<file path="src/rtl/memory_arbiter_pkg.sv">
// Shared widths, port indices and wait-bound defaults for the block-RAM arbiter.
package memory_arbiter_pkg;

    localparam int ADDRESS_WIDTH_DEFAULT = 16;
    localparam int DATA_WIDTH_DEFAULT    = 16;
    localparam int MAX_WAIT_DEFAULT      = 4;
    localparam int WAIT_COUNT_WIDTH      = 4;

    typedef enum logic {
        PORT_CPU = 1'b0,
        PORT_AUX = 1'b1
    } port_e;

endpackage

</file>
<file path="src/rtl/memory_arbiter.sv">
// Two-port arbiter in front of a single-port synchronous RAM: the CPU has fixed
// priority, and a saturating wait counter bounds how long the aux port can be denied.
module memory_arbiter
    import memory_arbiter_pkg::*;
#(
    parameter int ADDRESS_WIDTH = ADDRESS_WIDTH_DEFAULT,
    parameter int DATA_WIDTH    = DATA_WIDTH_DEFAULT,
    parameter int MAX_WAIT      = MAX_WAIT_DEFAULT
) (
    input  logic                     clock,
    input  logic                     reset,

    input  logic                     i_cpu_request,
    input  logic                     i_cpu_write_enable,
    input  logic [ADDRESS_WIDTH-1:0] i_cpu_address,
    input  logic [DATA_WIDTH-1:0]    i_cpu_write_data,
    output logic                     o_cpu_grant,
    output logic                     o_cpu_read_valid,
    output logic [DATA_WIDTH-1:0]    o_cpu_read_data,

    input  logic                     i_aux_request,
    input  logic                     i_aux_write_enable,
    input  logic [ADDRESS_WIDTH-1:0] i_aux_address,
    input  logic [DATA_WIDTH-1:0]    i_aux_write_data,
    output logic                     o_aux_grant,
    output logic                     o_aux_read_valid,
    output logic [DATA_WIDTH-1:0]    o_aux_read_data,

    output logic [ADDRESS_WIDTH-1:0] o_memory_address,
    output logic [DATA_WIDTH-1:0]    o_memory_write_data,
    output logic                     o_memory_write_enable,
    input  logic [DATA_WIDTH-1:0]    i_memory_read_data
);

    localparam logic [WAIT_COUNT_WIDTH-1:0] MAX_WAIT_COUNT = WAIT_COUNT_WIDTH'(MAX_WAIT);

    logic [WAIT_COUNT_WIDTH-1:0] r_wait_count;
    logic                        r_cpu_read_valid;
    logic                        r_aux_read_valid;
    logic                        w_wait_expired;
    logic                        w_any_grant;
    port_e                       w_winner;

    // The aux port wins when the CPU is idle or once it has been denied MAX_WAIT times.
    always_comb begin
        w_wait_expired = (r_wait_count == MAX_WAIT_COUNT);
        w_any_grant    = reset && (i_cpu_request || i_aux_request);
        w_winner       = PORT_CPU;
        if (i_aux_request && (!i_cpu_request || w_wait_expired)) begin
            w_winner = PORT_AUX;
        end
    end

    assign o_cpu_grant = w_any_grant && (w_winner == PORT_CPU);
    assign o_aux_grant = w_any_grant && (w_winner == PORT_AUX);

    always_comb begin
        // NOTE: every output gets a default first so no path through the mux infers a latch.
        o_memory_address      = '0;
        o_memory_write_data   = '0;
        o_memory_write_enable = 1'b0;
        if (w_any_grant) begin
            unique case (w_winner)
                PORT_CPU: begin
                    o_memory_address      = i_cpu_address;
                    o_memory_write_data   = i_cpu_write_data;
                    o_memory_write_enable = i_cpu_write_enable;
                end
                PORT_AUX: begin
                    o_memory_address      = i_aux_address;
                    o_memory_write_data   = i_aux_write_data;
                    o_memory_write_enable = i_aux_write_enable;
                end
            endcase
        end
    end

    always_ff @(posedge clock) begin
        // NOTE: registered state is assigned non-blocking so every flop samples pre-edge values.
        if (!reset) begin
            r_wait_count     <= '0;
            r_cpu_read_valid <= 1'b0;
            r_aux_read_valid <= 1'b0;
        end else begin
            r_cpu_read_valid <= o_cpu_grant & ~i_cpu_write_enable;
            r_aux_read_valid <= o_aux_grant & ~i_aux_write_enable;
            if (o_aux_grant || !i_aux_request) begin
                r_wait_count <= '0;
            end else if (r_wait_count < MAX_WAIT_COUNT) begin
                r_wait_count <= r_wait_count + 1'b1;
            end
        end
    end

    // Both ports see the RAM data; the valid bits say whose read it was.
    assign o_cpu_read_valid = r_cpu_read_valid;
    assign o_aux_read_valid = r_aux_read_valid;
    assign o_cpu_read_data  = i_memory_read_data;
    assign o_aux_read_data  = i_memory_read_data;

endmodule

</file>
<file path="config.mk">
export PLATFORM = sky130hd
export DESIGN_NAME = memory_arbiter
export DESIGN_NICKNAME = d
export VERILOG_FILES = /design/src/rtl/memory_arbiter_pkg.sv /design/src/rtl/memory_arbiter.sv
export SDC_FILE = /design/constraint.sdc
export NUM_CORES = 1
export LEC_CHECK = 0
export CAP_MARGIN = 20
export CORE_ASPECT_RATIO = 0.75
export CORE_UTILIZATION = 21
export CTS_CLUSTER_SIZE = 14
export DETAILED_ROUTE_END_ITERATION = 8
export MAX_ROUTING_LAYER = met4
export PLACE_DENSITY = 0.85
export SYNTH_ARGS = -nofsm -noshare
export SYNTH_HDL_FRONTEND = slang
export SYNTH_SLANG_ARGS = --single-unit
export TNS_END_PERCENT = 10
</file>
<file path="constraint.sdc">
create_clock -name clock -period 1.9 [get_ports clock]
set_input_delay 0.38 -clock clock [delete_from_list [all_inputs] [get_ports clock]]
set_output_delay 0.38 -clock clock [all_outputs]
set_load 0.005 [all_outputs]
</file>
-- Word level (Yosys, flattened, before mapping)
Cells that the tools add are included.
- memories: 0
- flip-flop bits (word level): 6
- bits of input ports: 86
- latch bits: 0
- memory bits (writable): 0
- word-level logic and storage cells: 29
- memory bits (read-only): 0
- equal/unequal tests: 1
- reduce and logical (&&, ||, !) cells: 10
- div/mod/pow operators: 0
- add/subtract/negate cells: 1
- mux-type cells: 7
- bitwise operators: 6
- $mul: 0
- shifts and indexed selects: 0
- magnitude comparators: 1
- operator list (kind ; number):
    16-bit case mux with 2 select lines ; 2
    16-bit 2-to-1 mux ; 2
    4-bit by 1-bit adder with 4-bit output, second input constant ; 1
    4-bit by 3-bit == test with 1-bit output, second input constant ; 1
    1-bit logical AND ; 4
    4-bit by 3-bit < comparator with 1-bit output, second input constant ; 1
    1-bit inverter ; 4
    1-bit logical OR ; 3
    1-bit AND ; 2
    1-bit logical NOT ; 2
    1-bit 2-to-1 mux ; 2
    1-bit case mux with 2 select lines ; 1
    2-bit OR reduction ; 1

-- Longest topological paths before layout
- depth after elaboration: 7
- gate-level depth with buffers: 6
- depth with buffers taken out: 5

-- Worst setup path before layout
OpenSTA, ideal clock, no wires.
- path type: register to output
- start: reg r_wait_count[0]
- end: out o_memory_write_data[1]
- stages on the path, launching flop included: 6
- arrival: 1.294 ns
- required time: 1.520 ns
- slack: 0.226 ns
- buffers on the path: 1
- cells stage by stage: dfxtp_1 > inv_1 > ha_1 > a41oi_4 > buf_6 > a22o_1
- longest elaborated chain between the ends: 7
- RTL lines (item ; line ; source):
    from (decl) ; memory_arbiter.sv:37 ; logic [WAIT_COUNT_WIDTH-1:0] r_wait_count;
    from (signal assigned) ; memory_arbiter.sv:90 ; r_wait_count <= r_wait_count + 1'b1;
    4-bit by 3-bit == test with 1-bit output (*) ; memory_arbiter.sv:46 ; w_wait_expired = (r_wait_count == MAX_WAIT_COUNT);
    1-bit logical OR (*) ; memory_arbiter.sv:49 ; if (i_aux_request && (!i_cpu_request || w_wait_expired)) begin
    1-bit logical AND (*) ; memory_arbiter.sv:49 ;
    1-bit 2-to-1 mux (*) ; memory_arbiter.sv:49 ;
    1-bit inverter ; memory_arbiter.sv:63 ; unique case (w_winner)
    16-bit case mux with 2 select lines (*) ; memory_arbiter.sv:63 ;
    16-bit 2-to-1 mux (*) ; memory_arbiter.sv:62 ; if (w_any_grant) begin
    to (decl) ; memory_arbiter.sv:30 ; output logic [DATA_WIDTH-1:0] o_memory_write_data,
Every way passes the cells marked *; elsewhere a longest branch is shown, timed or not.

-- Worst setup path after layout
- start: reg r_wait_count[0]
- end: out o_memory_address[0]
- longest elaborated chain between the ends: 7
- RTL lines (item ; line ; source):
    4-bit by 3-bit == test with 1-bit output (*) ; memory_arbiter.sv:46 ;
    1-bit logical OR (*) ; memory_arbiter.sv:49 ;
    1-bit logical AND (*) ; memory_arbiter.sv:49 ;
    1-bit 2-to-1 mux (*) ; memory_arbiter.sv:49 ;
    1-bit inverter ; memory_arbiter.sv:63 ;
    16-bit case mux with 2 select lines (*) ; memory_arbiter.sv:63 ;
    16-bit 2-to-1 mux (*) ; memory_arbiter.sv:62 ;
    to (decl) ; memory_arbiter.sv:29 ; output logic [ADDRESS_WIDTH-1:0] o_memory_address,
Marks and branches as above.

==> impl_metrics.py <==
metrics = {
    "detailed_routing": {
        "post_drt_wl_per_cell_um": 13.6,
        "vias": 1088,
        "drc": 0,
        "viasPerCell": 4.39,
        "postRouteAntennaNets": 0,
        "totalWireLength_mm": 3.37,
        "first_pass_iters": 4,
        "drt_iter0_drc": 25,
    },
    "power": {
        "p_int_mw": 0.494,
        "peakVddDrop_uv": 217,
        "switching_share_pct": 23.6,
        "power_mw": 0.646,
        "p_seq_share_pct": 20.2,
        "p_clk_share_pct": 29.6,
        "comb_power_share_pct": 50.2,
        "power.density_nw_per_um2": 345,
        "leakage_nw": 0.845,
        "switching_power_mw": 0.153,
    },
    "cts": {
        "h-tree-depth": 1,
        "clk_path_buf_depth": 2,
        "cts.reportedPaths.clkPinSlew_ns": 0.04,
        "cts_buffers": 3,
        "cts_tree": "built",
        "cts.sinks": 6,
        "hold_buffers": 0,
        "clock-root-buffer": "clkbuf_8",
        "clk-insertion-delay-late_ns": 0.22,
    },
    "timing": {
        "finClkSkew_ns": 0.00103,
        "final.period_utilization_pct": 103,
        "max_freq_mhz": 509,
        "finalSetupViolCount": 23,
        "slew_viol_final": 0,
        "max-slew-margin-rel_pct": 83.8,
        "worst_slack_ns": -0.0657,
        "hold_viol": 0,
        "tightest_slew_ns": 0.242,
        "min_period_ns": 1.97,
        "rsz0062_at_grt": "true",
    },
    "floorplan": {
        "row_count": 20,
        "io_pins": 155,
        "die_y_um": 58.7,
        "start_util_pct": 22.1,
        "coreArea_um2": 4080,
        "die_area_um2": 4550,
        "die_x_um": 77.6,
    },
    "placement": {
        "dpl_cell_area_um2": 1840,
        "routabilityCongestion": 0.716,
        "numPortBuffers": 106,
        "dp.cells": 236,
        "post-place-ws_ns": -0.584,
        "hpwl_mm": 2.35,
    },
    "grt": {
        "use_met1_pct": 15.7,
        "use_met2_pct": 25.2,
        "grt_util_met3_pct": 2.17,
        "grt_max_degree": 13,
        "overflow": 0,
        "grt_pass1_vias": 1017,
        "grt_usage_pct": 13.8,
        "top_usage_layer": "met2",
        "grt_first_pass_wirelength_mm": 4.80,
        "antenna_found_initial": 0,
    },
    "worst_setup_path": {
        "endpoint_kind": "primary output",
        "r2r-start": "r_wait_count[0]",
        "path_class": "reg -> out",
        "cp.arrival_ns": 1.59,
        "cp-startpoint": "r_wait_count[0]",
        "worst-path-buf-inv": 4,
        "worstPathRequired_ns": 1.52,
        "critical_path.slowest_cell": "dfxtp_2",
        "critical-path-max-stage-delay_ns": 0.31,
        "r2r_setup_slack_ns": 0.60,
        "crit_chain": "inv_2 -> ha_4 -> nand3b_4 -> a21oi_4 -> buf_6 -> clkbuf_16 -> a22o_1 -> buf_2",
        "critPathMaxFanout": 4,
        "cp-start-kind": "flop",
        "crit_family": "buffers and inverters",
    },
    "final_layout": {
        "layout.cells.most_common": "clkdlybuf4s50_1",
        "diodes": 0,
        "fin_cells": 248,
        "regArea_um2": 123,
        "area_growth_pct": 108,
        "nets": 283,
        "drive_above_1_share_pct": 35.2,
        "final_area_um2": 1870,
        "layout_common_cells": "clkdlybuf4s50_1 (68), a22o_1 (32), buf_2 (23)",
        "multi_input_area_um2": 473,
        "n_fill_cell": 414,
    },
    "logic_synthesis": {
        "yosysWarnings": 0,
        "netlist-cell-type-count": 19,
        "netlist_area_um2": 900,
        "syn_inst": 101,
        "ys_ff_latch": 6,
        "syn_nets": 189,
        "syn_avg_cell_area_um2": 8.91,
        "synth-seq-area-share_pct": 13.4,
    },
    "status": {
        "violations": "setup timing",
        "outcome": "complete, but fails checks",
    },
    "worst_hold_path": {
        "hold_class": "reg -> reg",
        "hold_path_startpoint": "r_wait_count[1]",
    },
    "run": {
        "cap_violations": 0,
    },
}
-- through the flow --
step	setup TNS, ns	utilization, %	hold WS [ns]
2_1_floorplan	0	-	0.470
3_3_place_gp	-18.79	45.0	0.587
3_5_place_dp	-18.96	45.0	0.611
4_1_cts	-4.46	49.8	0.619
5_1_grt	-3.54	45.9	0.639
6_report	-1.16	45.9	0.617
-- worst min-delay path, stage by stage (launching register included) --
cell	delay (ns)
dfxtp_2	0.31
buf_4	0.13
o21ai_0	0.07
a21oi_1	0.07
-- final timing paths --
path | end | cells after the start
setup / recovery | o_memory_address[0] | 8
hold / removal | r_wait_count[1] | 3
setup reg to reg | o_aux_read_valid | 7
hold reg to reg | r_wait_count[1] | 3
-- cell usage after synthesis --
cell,instances,area [um2]
dfxtp_1,6,120
xnor2_1,1,8.76
a22o_1,32,280
and2b_1,2,15.0
nand2_2,1,6.26
a21o_1,1,7.51
inv_1,3,11.3
buf_6,6,67.6
nand3b_4,1,20.0
a21oi_4,1,16.3
nand3_1,1,5.00
buf_4,32,240
nand4_1,1,6.26
nor2_1,4,15.0
o21ai_0,1,5.00
ha_1,2,25.0
nand2_1,2,7.51
a41oi_4,1,27.5
a21oi_1,3,15.0
-- final cells by class --
cell class,instances,share of cell area (%)
Inverter,3,0.601
Timing Repair Buffer,127,61.7
Sequential cell,6,6.55
Clock buffer,3,2.20
Tap cell,55,3.67
Multi-Input combinational cell,54,25.3
-- kinds of logic (layout without fill, tap and decap cells) --
logic type	Yosys count	in the layout	share of synthesized area [%]
compound gates	39	39	39.1
xor+xnor	1	1	0.974
fa+ha+maj	2	2	2.78
buf+inv	41	133	35.5
flops	6	6	13.4
simple gates	12	12	8.34
-- timing repair --
action / 4_1_cts / 5_1_grt
setup buffers: 10 / 1
setup endpoints to repair: 35 / 35
hold endpoints to repair: 0 / 0
resized for setup: 119 / 35
pin swaps: 5 / 22
gates cloned: 2 / 2
-- flip-flops by register name, indices dropped and copies added, names as in the netlist --
| register | count |
|---|---|
| o_aux_read_valid | 1 |
| o_cpu_read_valid | 1 |
| r_wait_count | 4 |
-- metal layers --
layer | vias to the layer above | wire length (um)
met5 | - | 0
li1 | 526 | -
met3 | 6 | 239
met1 | 489 | 1380
met4 | 0 | 16
met2 | 67 | 1730
-- power groups by stage --
stage                     sequential [mW]  clock, mW  combinational, mW
final                               0.130      0.192              0.325
after floorplan                     0.132          0              0.141
after detailed placement            0.132          0              0.335
after global placement              0.132          0              0.331
after CTS                           0.130      0.197              0.351
after global routing                0.130      0.210              0.348
Note: power is estimated with default switching activity, not from simulation.
